[src/rtl/ysyx_2022040010_lsu_stage.sv]
// Load/store stage between EX and WB with a valid/ready data-memory port.
// One memory access in flight; result register doubles as the bypass source.
module ysyx_2022040010_lsu_stage #(
    parameter int XLEN = 64,
    parameter int NB   = XLEN / 8,
    parameter int OFFW = $clog2(NB)
) (
    input  logic            clk,
    input  logic            rst,
    input  logic            in_valid,
    output logic            in_ready,
    input  logic [XLEN-1:0] in_pc,
    input  logic [XLEN-1:0] in_addr,
    input  logic [XLEN-1:0] in_ex_result,
    input  logic [XLEN-1:0] in_wdata,
    input  logic            in_is_load,
    input  logic            in_is_store,
    input  logic [1:0]      in_size,
    input  logic            in_unsigned,
    input  logic            in_rf_we,
    input  logic [4:0]      in_rf_waddr,
    output logic            dmem_req_valid,
    input  logic            dmem_req_ready,
    output logic            dmem_req_we,
    output logic [XLEN-1:0] dmem_req_addr,
    output logic [XLEN-1:0] dmem_req_wdata,
    output logic [NB-1:0]   dmem_req_wstrb,
    input  logic            dmem_rsp_valid,
    input  logic [XLEN-1:0] dmem_rsp_rdata,
    output logic            out_valid,
    input  logic            out_ready,
    output logic [XLEN-1:0] out_pc,
    output logic            out_rf_we,
    output logic [4:0]      out_rf_waddr,
    output logic [XLEN-1:0] out_rf_wdata,
    output logic            out_misalign,
    output logic            bp_rf_we,
    output logic [4:0]      bp_rf_waddr,
    output logic [XLEN-1:0] bp_rf_wdata
);

    typedef enum logic [1:0] {
        S_IDLE,
        S_REQ,
        S_RESP,
        S_OUT
    } state_e;

    state_e          state_q, state_d;
    logic            req_we_q, req_we_d;
    logic [XLEN-1:0] req_addr_q, req_addr_d;
    logic [XLEN-1:0] req_wdata_q, req_wdata_d;
    logic [NB-1:0]   req_wstrb_q, req_wstrb_d;
    logic [OFFW-1:0] off_q, off_d;
    logic [1:0]      size_q, size_d;
    logic            uns_q, uns_d;
    logic [XLEN-1:0] out_pc_q, out_pc_d;
    logic            out_rf_we_q, out_rf_we_d;
    logic [4:0]      out_rf_waddr_q, out_rf_waddr_d;
    logic [XLEN-1:0] out_rf_wdata_q, out_rf_wdata_d;
    logic            out_misalign_q, out_misalign_d;

    logic            accept;
    logic            in_mem;
    logic            in_mis;
    logic [OFFW-1:0] in_off;
    logic [7:0]      base_strb;
    logic [2*NB-1:0] strb_wide;
    logic [XLEN-1:0] ld_sh;
    logic [XLEN-1:0] ld_mask;
    logic            ld_sign;
    logic [XLEN-1:0] ld_val;

    assign in_ready = (state_q == S_IDLE) | ((state_q == S_OUT) & out_ready);
    assign accept   = in_valid & in_ready;
    assign in_mem   = in_is_load | in_is_store;
    assign in_off   = in_addr[OFFW-1:0];

    always_comb begin
        in_mis = 1'b0;
        base_strb = 8'h01;
        unique case (in_size)
            2'd0: begin
                in_mis = 1'b0;
                base_strb = 8'h01;
            end
            2'd1: begin
                in_mis = in_addr[0];
                base_strb = 8'h03;
            end
            2'd2: begin
                in_mis = |in_addr[1:0];
                base_strb = 8'h0f;
            end
            default: begin
                // Doubleword accesses do not exist on a 32-bit datapath.
                in_mis = (XLEN == 32) || (|in_addr[2:0]);
                base_strb = 8'hff;
            end
        endcase
        strb_wide = (2*NB)'(base_strb) << in_off;
    end

    always_comb begin
        ld_sh = dmem_rsp_rdata >> {off_q, 3'b000};
        ld_mask = '1;
        ld_sign = 1'b0;
        unique case (size_q)
            2'd0: begin
                ld_mask = XLEN'(8'hff);
                ld_sign = ld_sh[7];
            end
            2'd1: begin
                ld_mask = XLEN'(16'hffff);
                ld_sign = ld_sh[15];
            end
            2'd2: begin
                ld_mask = XLEN'(32'hffff_ffff);
                ld_sign = ld_sh[31];
            end
            default: begin
                ld_mask = '1;
                ld_sign = 1'b0;
            end
        endcase
        ld_val = (ld_sh & ld_mask) | ({XLEN{ld_sign & ~uns_q}} & ~ld_mask);
    end

    always_comb begin
        state_d        = state_q;
        req_we_d       = req_we_q;
        req_addr_d     = req_addr_q;
        req_wdata_d    = req_wdata_q;
        req_wstrb_d    = req_wstrb_q;
        off_d          = off_q;
        size_d         = size_q;
        uns_d          = uns_q;
        out_pc_d       = out_pc_q;
        out_rf_we_d    = out_rf_we_q;
        out_rf_waddr_d = out_rf_waddr_q;
        out_rf_wdata_d = out_rf_wdata_q;
        out_misalign_d = out_misalign_q;

        case (state_q)
            S_REQ: begin
                if (dmem_req_ready) begin
                    state_d = req_we_q ? S_OUT : S_RESP;
                end
            end
            S_RESP: begin
                if (dmem_rsp_valid) begin
                    out_rf_wdata_d = ld_val;
                    state_d = S_OUT;
                end
            end
            S_OUT: begin
                if (out_ready) begin
                    state_d = S_IDLE;
                end
            end
            default: ;
        endcase

        // A new op may land while the previous result is leaving OUT.
        if (accept) begin
            out_pc_d       = in_pc;
            out_rf_waddr_d = in_rf_waddr;
            out_rf_wdata_d = in_ex_result;
            out_misalign_d = in_mem & in_mis;
            out_rf_we_d    = in_rf_we & (in_rf_waddr != 5'd0)
                           & ~(in_mem & in_mis) & ~in_is_store;
            if (in_mem & ~in_mis) begin
                state_d     = S_REQ;
                req_we_d    = in_is_store;
                req_addr_d  = {in_addr[XLEN-1:OFFW], {OFFW{1'b0}}};
                req_wdata_d = in_wdata << {in_off, 3'b000};
                req_wstrb_d = in_is_store ? strb_wide[NB-1:0] : '0;
                off_d       = in_off;
                size_d      = in_size;
                uns_d       = in_unsigned;
            end else begin
                state_d = S_OUT;
            end
        end
    end

    always_ff @(posedge clk) begin
        if (!rst) begin
            state_q        <= S_IDLE;
            req_we_q       <= 1'b0;
            req_addr_q     <= '0;
            req_wdata_q    <= '0;
            req_wstrb_q    <= '0;
            off_q          <= '0;
            size_q         <= '0;
            uns_q          <= 1'b0;
            out_pc_q       <= '0;
            out_rf_we_q    <= 1'b0;
            out_rf_waddr_q <= '0;
            out_rf_wdata_q <= '0;
            out_misalign_q <= 1'b0;
        end else begin
            state_q        <= state_d;
            req_we_q       <= req_we_d;
            req_addr_q     <= req_addr_d;
            req_wdata_q    <= req_wdata_d;
            req_wstrb_q    <= req_wstrb_d;
            off_q          <= off_d;
            size_q         <= size_d;
            uns_q          <= uns_d;
            out_pc_q       <= out_pc_d;
            out_rf_we_q    <= out_rf_we_d;
            out_rf_waddr_q <= out_rf_waddr_d;
            out_rf_wdata_q <= out_rf_wdata_d;
            out_misalign_q <= out_misalign_d;
        end
    end

    assign dmem_req_valid = (state_q == S_REQ);
    assign dmem_req_we    = req_we_q;
    assign dmem_req_addr  = req_addr_q;
    assign dmem_req_wdata = req_wdata_q;
    assign dmem_req_wstrb = req_wstrb_q;

    assign out_valid    = (state_q == S_OUT);
    assign out_pc       = out_pc_q;
    assign out_rf_we    = out_rf_we_q;
    assign out_rf_waddr = out_rf_waddr_q;
    assign out_rf_wdata = out_rf_wdata_q;
    assign out_misalign = out_misalign_q;

    assign bp_rf_we    = out_valid & out_rf_we_q;
    assign bp_rf_waddr = out_rf_waddr_q;
    assign bp_rf_wdata = out_rf_wdata_q;

endmodule

[config.mk]
export PLATFORM = sky130hd
export DESIGN_NAME = ysyx_2022040010_lsu_stage
export DESIGN_NICKNAME = d
export VERILOG_FILES = /design/src/rtl/ysyx_2022040010_lsu_stage.sv
export SDC_FILE = /design/constraint.sdc
export NUM_CORES = 1
export LEC_CHECK = 0
export CAP_MARGIN = 20
export CORE_AREA = 2 2 266 268
export DETAILED_ROUTE_END_ITERATION = 8
export DIE_AREA = 0 0 268 270
export GPL_ROUTABILITY_DRIVEN = 0
export GPL_TIMING_DRIVEN = 0
export SETUP_SLACK_MARGIN = 0.2
export SLEW_MARGIN = 20
export SYNTH_ARGS = -nofsm -noshare
export SYNTH_HDL_FRONTEND = slang
export SYNTH_SLANG_ARGS = --single-unit
export TNS_END_PERCENT = 1
[constraint.sdc]
create_clock -name clk -period 2.4 [get_ports clk]
set_input_delay 0.48 -clock clk [delete_from_list [all_inputs] [get_ports clk]]
set_output_delay 0.48 -clock clk [all_outputs]
set_load 0.03 [all_outputs]
---- After elaboration in Yosys (flattened, before gate mapping) ----
Index checks and enable logic that the tools add are counted.
word-level totals
  memories kept ........................... 0
  RAM bits ................................ 0
  latch bits .............................. 0
  ROM bits ................................ 0
  register bits after elaboration ......... 277
  output and inout port bits .............. 345
cells by class
  add/sub/neg operators ................... 0
  reductions and logical operators ........ 12
  magnitude comparators ................... 0
  shift operators ......................... 3
  equality and inequality tests ........... 10
  $mul .................................... 0
  bitwise gates (word level) .............. 19
  divide/modulo/power cells ............... 0
  muxes and demuxes ....................... 15
operator list
  operator            number
  $mux 64             3
  $pmux 64 s3         1
  $and 64x64->64      2
  $not 64->64         1
  $or 64x64->64       1
  $shl 64x6->64       1
  $shr 64x6->64       1
  $pmux 8 s3          1
  $mux 2              5
  $and 1x1->1         9
  $eq 2x2->1 const B  4
  $mux 8              1
  $shl 8x3->8         1
  $eq 2x1->1 const B  3
  $logic_not 2->1     3
  $ne 3x1->1 const B  2
  $pmux 1 s3          2
  $pmux 2 s3          1
  $reduce_bool 5->1   1
  $not 1->1           4
  $reduce_and 2->1    2
  $reduce_and 4->1    1
  $reduce_bool 2->1   2
  $reduce_bool 4->1   1
  other kinds (5)     6

---- Longest topological paths before layout ----
Gate-level depths: netlist of the first run.
  word-level depth ........................ 8
  depth in mapped cells ................... 9
  mapped depth without buffers ............ 5

---- Worst setup path before layout of the first run ----
No wires, ideal clock.
  path type ............................... register to register
  start point ............................. register state_q[0]
  end point ............................... register req_addr_q[11] (netlist: dmem_req_addr[11])
  path slack .............................. 132 ps
  path buffers ............................ 3
  cell stages (with the launch flop) ...... 9
  setup time .............................. 70 ps
  arrival time ............................ 2197 ps
  cells stage by stage .................... dfxtp_1 nor2b_1 a211o_1 buf_2 or3_4 clkbuf_1 clkbuf_1 nand2_1 a21oi_1
between the ends
  longest elaborated chain between the ends .. 5
ends and longest elaborated chain
  item                            line  RTL
  start: declaration              49    state_e state_q, state_d;
  start signal: assignment        203   state_q <= state_d;
  $eq 2x2->1                      74    assign in_ready = (state_q == S_IDLE) | ((state_q == S_OUT) & out_ready);
  $and 1x1->1                     74
  $or 1x1->1 (*)                  74
  $and 1x1->1 (*)                 75    assign accept = in_valid & in_ready;
  $reduce_and 2->1 (no line) (*)  --
  end signal: assignment          205   req_addr_q <= req_addr_d;
  end: declaration                51    logic [XLEN-1:0] req_addr_q, req_addr_d;
Every way passes the cells marked *; elsewhere a longest branch is shown, timed or not.
A chain may end at the register's enable or synchronous reset.

---- Worst setup path in the final report of the first run ----
  start point ............................. register out_rf_wdata_q[46] (netlist: bp_rf_wdata[46])
  end point ............................... output out_rf_wdata[46]
RTL lines
  item                      line  RTL
  start: declaration        60    logic [XLEN-1:0] out_rf_wdata_q, out_rf_wdata_d;
  start signal: assignment  214   out_rf_wdata_q <= out_rf_wdata_d;
  end: declaration          35    output logic [XLEN-1:0] out_rf_wdata,
No word-level cell between the ends.

==> run summary, run 1 <==
status: completed
first-pass GRT wire length: 111000 um
ANT nets after route: 0
Leak Pwr: 8.40 nW
DR WL/cell: 23.0 um
RSZ-0062 raised after global routing: true
DR vias: 16099
highest-delay cell along the critical path: clkdlybuf4s50_1
initial antenna violation count: 13
die height: 270 um
gr ovfl total: 0
worst flop-to-flop path startpoint: off_q[1]
final wirelength: 78900 um
Logic pwr share: 32.1%
worst hold path depth: 4
total track usage: 20.9%
minimum clock period: 2.27 ns
Max Clk Rate: 441 MHz
pwr dens: 682 mW/mm2
largest net degree at the start of global routing: 13
I/O Buffers: 674
DRC Markers: 0
max incr delay on CP: 0.65 ns
critical path arrival: 1.79 ns
Slew Limit Fails: 0
area leader, netlist: dfxtp_1
Clock Path Buffers: 3
sw frac: 34.8%
Worst setup EP type: output port
Setup TNS: 0 ns
commonest non-fill, non-tap cell in the layout: clkdlybuf4s50_1
number of max-cap violations: 0
hold slack: 0.378 ns
Layout Cells excl Fill: 3433
register bit total from synthesis: 277
Area after DPL: 0.0218 mm2
Synth area leaders: dfxtp_1 40%, nand2_1 11%, a21oi_1 8.9%, mux2i_1 5.9%, mux2_2 4.2%
clock sink count: 277
routed vias/inst: 4.69
startpoint types: register
synthesis-to-layout area growth: 68.6%
sequential area share after synthesis: 40.0%
r2r worst-path depth: 8
Slew HR: 38.2%
H-tree lvl count: 2
clk_lat worst skew: 0.57 ns
Clock transition at path regs: 0.06 ns
final hold vios: 0
peak supply drop: 0.000535 V
Post-Syn Instances: 1744
Avg Cell Area, Syn: 7.94 um2
Net Switching: 5.55 mW
endpoints failing setup: 0
Root Buffer: clkbuf_16
Worst R2R Setup Slack: 0.14 ns
Worst Hold Path EP: state_q[1]
Worst Max-Slew Pin Slew: 0.927 ns
fraction of layout cells with a size suffix above 1: 12.9%
Setup Crit Path Kind: reg -> out
worst clock skew: 0.0248 ns
HPWL after DPL: 63300 um
dpl cells: 3360
worst r2r dst: bp_rf_wdata[22]
Ys Warns: 0
DIE WIDTH: 268 um
final core utilization: 33.6%
CP Max Fanout: 3
Clk pwr share: 34.8%
Tcrit/Tclk final: 94.5%
CTS tree: done
CP Data Required Time: 1.92 ns
TritonRoute pass-1 iters: 6
total CTS buffers: 36
fin nets: 2797
FP Rows: 97
Internal: 10.4 mW
crit-path cells: buf_4, clkdlybuf4s50_1
Core Box Area: 0.0695 mm2
starting DRC count in detailed routing: 962
most frequent cells in the layout: 667 x clkdlybuf4s50_1, 398 x nand2_1, 275 x dfxtp_1, 244 x a21oi_1, 99 x nor2_1
post-synth top area share: 40.0%
Initial Util: 19.9%
cts hold-fix bufs: 0
Post-Syn Area: 0.0139 mm2
Distinct cells, synth: 53
vias in the first global route: 15947
# IOs: 682
Flop pwr share: 33.1%
worst min path class: in -> reg
Finished Cell Area: 0.0234 mm2
Die Area: 0.0724 mm2
hold_sp: out_ready
## logic make-up (layout without fill, tap and decap cells)
logic type | after synthesis | after routing | share of synthesized area (%)
other | 1 | 8 | 0.0271
multiplexers | 142 | 142 | 11.5
AND/OR/NAND/NOR | 634 | 634 | 19.3
AO/OA/AOI/OAI | 454 | 454 | 20.5
buffers and inverters | 236 | 978 | 8.73
flip-flops | 277 | 277 | 40.0
## per-stage QoR
step	power (mW)	setup WS, ns
finish	15.9	0.132
CTS	16.0	0.0610
global placement	10.4	-1.33
floorplan	7.91	0.178
detailed placement	10.4	-1.30
global route	16.6	0.0577
## power groups by stage
stage | clock network, mW | logic (mW) | registers (mW)
after floorplan | 0 | 1.92 | 6.00
after global placement | 0 | 5.01 | 5.37
after detailed placement | 0 | 5.01 | 5.37
after CTS | 5.69 | 5.08 | 5.28
after global routing | 5.84 | 5.41 | 5.31
final | 5.54 | 5.11 | 5.27
## synth_stat cells, drive strengths merged
master / instances
o31a: 1
o211a: 9
a2111oi: 1
o221ai: 54
mux2: 52
nand3: 22
o21ai: 35
a32oi: 4
buf: 114
a22oi: 21
a22o: 3
clkbuf: 115
dfxtp: 277
or3: 19
a311oi: 11
or2: 5
or4: 1
a211o: 1
nand2b: 21
a31oi: 5
o32ai: 8
nand3b: 8
o41ai: 1
o22ai: 13
and2: 7
a2bb2oi: 5
a21o: 2
o41a: 1
clkinv: 1
a32o: 1
and3: 5
nand2: 399
nor2b: 10
a211oi: 18
inv: 6
conb: 1
mux4: 8
o211ai: 13
mux2i: 82
o2111ai: 1
nor2: 100
nor3b: 3
a221oi: 1
nor3: 34
a21oi: 245
## critical path, delay by kind of cell (launching register included)
kind     cells  cell delay, ns
flops        1            0.43
buf+inv      2            0.79
## worst max-delay path by stage
stage                     from                 end  depth (start not counted)
6_report       bp_rf_wdata[46]    out_rf_wdata[46]                          2
4_1_cts               off_q[2]     bp_rf_wdata[24]                          8
3_3_place_gp         out_ready            off_q[1]                          8
3_5_place_dp         out_ready   dmem_req_addr[57]                          8
2_1_floorplan       in_addr[0]  dmem_req_wdata[33]                          8
5_1_grt               off_q[0]     bp_rf_wdata[29]                          9
## cell type report
type	count	area, um2
fillers	7428	46200
multi-input cells	1233	7290
repair buffers	677	6760
flip-flops and latches	277	5550
plain buffers	228	1340
well taps	940	1180
clock buffers	48	1040
clock inverters	18	165
inverters	7	26.3
diodes	5	12.5
## routing by layer
layer  vias up  wire length (um)  global-route usage (%)
met3       195              7740                    6.41
met4         8              4160                    10.6
met1      7540             29900                    23.8
li1       7488                 -                       -
met5         -                51                       0
met2       868             37100                    35.2
## timing repair
item,in CTS,in global routing
resized for setup,79,65
setup endpoints to repair,356,334
buffers inserted,2,1
endpoints found under the hold margin,0,0
pin swaps,2,5
## sequential cells by signal, summed over array words and instances, names as in the netlist
signal          flops
state_q             2
bp_rf_wdata        64
out_pc             64
dmem_req_wstrb      8
size_q              2
out_rf_we           1
dmem_req_wdata     64
out_misalign        1
dmem_req_we         1
bp_rf_waddr         5
off_q               3
dmem_req_addr      61
uns_q               1
Power figures use the tool's default switching activity.
==> inputs of run 2 (changes only) <==
--- a/config.mk
+++ b/config.mk
@@ -5,12 +5,14 @@
 export SDC_FILE = /design/constraint.sdc
 export NUM_CORES = 1
 export LEC_CHECK = 0
+export ABC_CLOCK_PERIOD_IN_PS = 2400
 export CAP_MARGIN = 20
 export CORE_AREA = 2 2 266 268
 export DETAILED_ROUTE_END_ITERATION = 8
 export DIE_AREA = 0 0 268 270
 export GPL_ROUTABILITY_DRIVEN = 0
 export GPL_TIMING_DRIVEN = 0
+export MAX_ROUTING_LAYER = met4
 export SETUP_SLACK_MARGIN = 0.2
 export SLEW_MARGIN = 20
 export SYNTH_ARGS = -nofsm -noshare
==> run 2 against run 1 <==
  * Sequential cell count did not move
  * Sequential power barely moved
  * Largest cell class unchanged
  * Global-route usage rose by 0.61 points
  * First-iteration DRC count rose by 9.0%
  * Final cell count rose by 0.12%
  * Via count rose by 0.24%
  * Count of clock-buffer cells in the layout did not move
  * Clock skew fell by 0.0049 ns
  * Setup slack improved by 0.0033 ns
==> run summary, run 2 (synthesis gave the netlist of run 1 again) <==
Net Switching: 5.55 mW
Slew Limit Fails: 0
ANT nets after route: 0
Max Clk Rate: 442 MHz
fin nets: 2797
Internal: 10.4 mW
status: completed
total track usage: 21.6%
gr ovfl total: 0
startpoint types: input port
FP Rows: 97
commonest non-fill, non-tap cell in the layout: clkdlybuf4s50_1
starting DRC count in detailed routing: 1049
CP Data Required Time: 2.89 ns
Setup Crit Path Kind: in -> reg
worst clock skew: 0.0199 ns
Worst Hold Path EP: state_q[1]
Logic pwr share: 32.1%
Setup TNS: 0 ns
clock sink count: 277
minimum clock period: 2.26 ns
RSZ-0062 raised after global routing: true
DR vias: 16138
Worst Max-Slew Pin Slew: 0.932 ns
largest net degree at the start of global routing: 13
Flop pwr share: 33.1%
Initial Util: 19.9%
DR WL/cell: 22.9 um
highest-delay cell along the critical path: clkdlybuf4s50_1
Clock transition at path regs: 0.06 ns
Die Area: 0.0724 mm2
crit-path cells: clkdlybuf4s50_1, a21o_1, a22o_1, nor3_4, buf_4, buf_2, nand2_1, a21oi_1
Core Box Area: 0.0695 mm2
fraction of layout cells with a size suffix above 1: 12.9%
cts hold-fix bufs: 0
Leak Pwr: 8.41 nW
worst flop-to-flop path startpoint: off_q[1]
hold_sp: out_ready
Layout Cells excl Fill: 3437
Slew HR: 37.8%
number of max-cap violations: 0
synthesis-to-layout area growth: 68.7%
first-pass GRT wire length: 111000 um
dpl cells: 3360
pwr dens: 681 mW/mm2
Clock Path Buffers: 3
most frequent cells in the layout: 667 x clkdlybuf4s50_1, 398 x nand2_1, 275 x dfxtp_1, 244 x a21oi_1, 99 x nor2_1
routed vias/inst: 4.70
I/O Buffers: 674
Pwr Total: 15.9 mW
clk_lat worst skew: 0.57 ns
vias in the first global route: 16012
total CTS buffers: 36
Worst R2R Setup Slack: 0.14 ns
worst hold path depth: 4
DRC Markers: 0
Critical Path Stages: 8
Worst setup EP type: register
sw frac: 34.8%
endpoints failing setup: 0
# IOs: 682
worst min path class: in -> reg
Clk pwr share: 34.8%
die height: 270 um
HPWL after DPL: 63300 um
final wirelength: 78900 um
Root Buffer: clkbuf_16
TritonRoute pass-1 iters: 6
CP Max Fanout: 10
DIE WIDTH: 268 um
Tcrit/Tclk final: 94.4%
max incr delay on CP: 0.57 ns
initial antenna violation count: 13
H-tree lvl count: 2
r2r worst-path depth: 8
delay-heaviest family, CP: buffers and inverters
worst r2r dst: bp_rf_wdata[22]
final hold vios: 0
peak supply drop: 0.000527 V
critical path arrival: 2.75 ns
worst path buffer plus inverter count: 3
CTS tree: done
run 2: cell types whose count changed in the layout (fill, tap and decap cells not counted), sizes merged:
cell and change:
diode +4, buf -1, clkbuf +1
run 2: timing repair:
item	4_1_cts	5_1_grt
endpoints found under the setup margin	356	334
pin swaps	2	4
setup buffers	2	1
hold endpoints to repair	0	0
gates resized for setup	79	75
gates cloned	0	0
run 2: worst max-delay path by stage:
| stage | from | slack (ns) | endpoint |
|---|---|---|---|
| floorplan | in_addr[0] | 0.18 | dmem_req_wdata[33] |
| global placement | out_ready | -1.33 | off_q[1] |
| detailed placement | out_ready | -1.30 | dmem_req_addr[57] |
| CTS | off_q[2] | 0.06 | bp_rf_wdata[24] |
| global route | state_q[0] | 0.06 | in_ready |
| finish | in_addr[2] | 0.14 | off_q[1] |
run 2: layout make-up:
cell class / count / area [um2]
Fill cell: 7430 / 46200
Inverter: 7 / 26.3
Clock inverter: 18 / 165
Tap cell: 940 / 1180
Buffer: 228 / 1350
Clock buffer: 48 / 1040
Multi-Input combinational cell: 1233 / 7290
Timing Repair Buffer: 677 / 6760
Antenna cell: 9 / 22.5
Sequential cell: 277 / 5550
run 2: per-layer routing:
| metal | up-vias | share of wire (%) | global-route usage (%) | wire length, um |
|---|---|---|---|---|
| met3 | 177 | 9.3 | 6.40 | 7330 |
| met4 | 0 | 5.2 | 10.9 | 4070 |
| met2 | 869 | 47 | 35.1 | 37300 |
| met5 | - | 0 | - | 0 |
| li1 | 7498 | - | - | - |
| met1 | 7594 | 38 | 23.8 | 30200 |
run 2: metrics by stage:
stage | hold slack [ns] | util (%) | area, um2 | worst slack [ns]
5_1_grt | 0.420 | 33.6 | 23400 | 0.0576
2_1_floorplan | 0.473 | - | 13900 | 0.178
4_1_cts | 0.422 | 33.3 | 23200 | 0.0610
3_3_place_gp | 0.438 | 31.3 | 21800 | -1.33
3_5_place_dp | 0.446 | 31.3 | 21800 | -1.30
6_report | 0.384 | 33.6 | 23400 | 0.135
run 2: tightest hold or removal path, stage by stage:
cell            delay [ns]
dlymetal6s2s_1        0.17
nand3_1               0.10
o211ai_1              0.09
nor2_1                0.04
run 2: power groups by stage:
stage               registers, mW  clock network, mW  logic [mW]
floorplan                    6.00                  0        1.92
global placement             5.37                  0        5.01
detailed placement           5.37                  0        5.01
CTS                          5.28               5.69        5.08
global route                 5.31               5.84        5.41
finish                       5.27               5.54        5.12
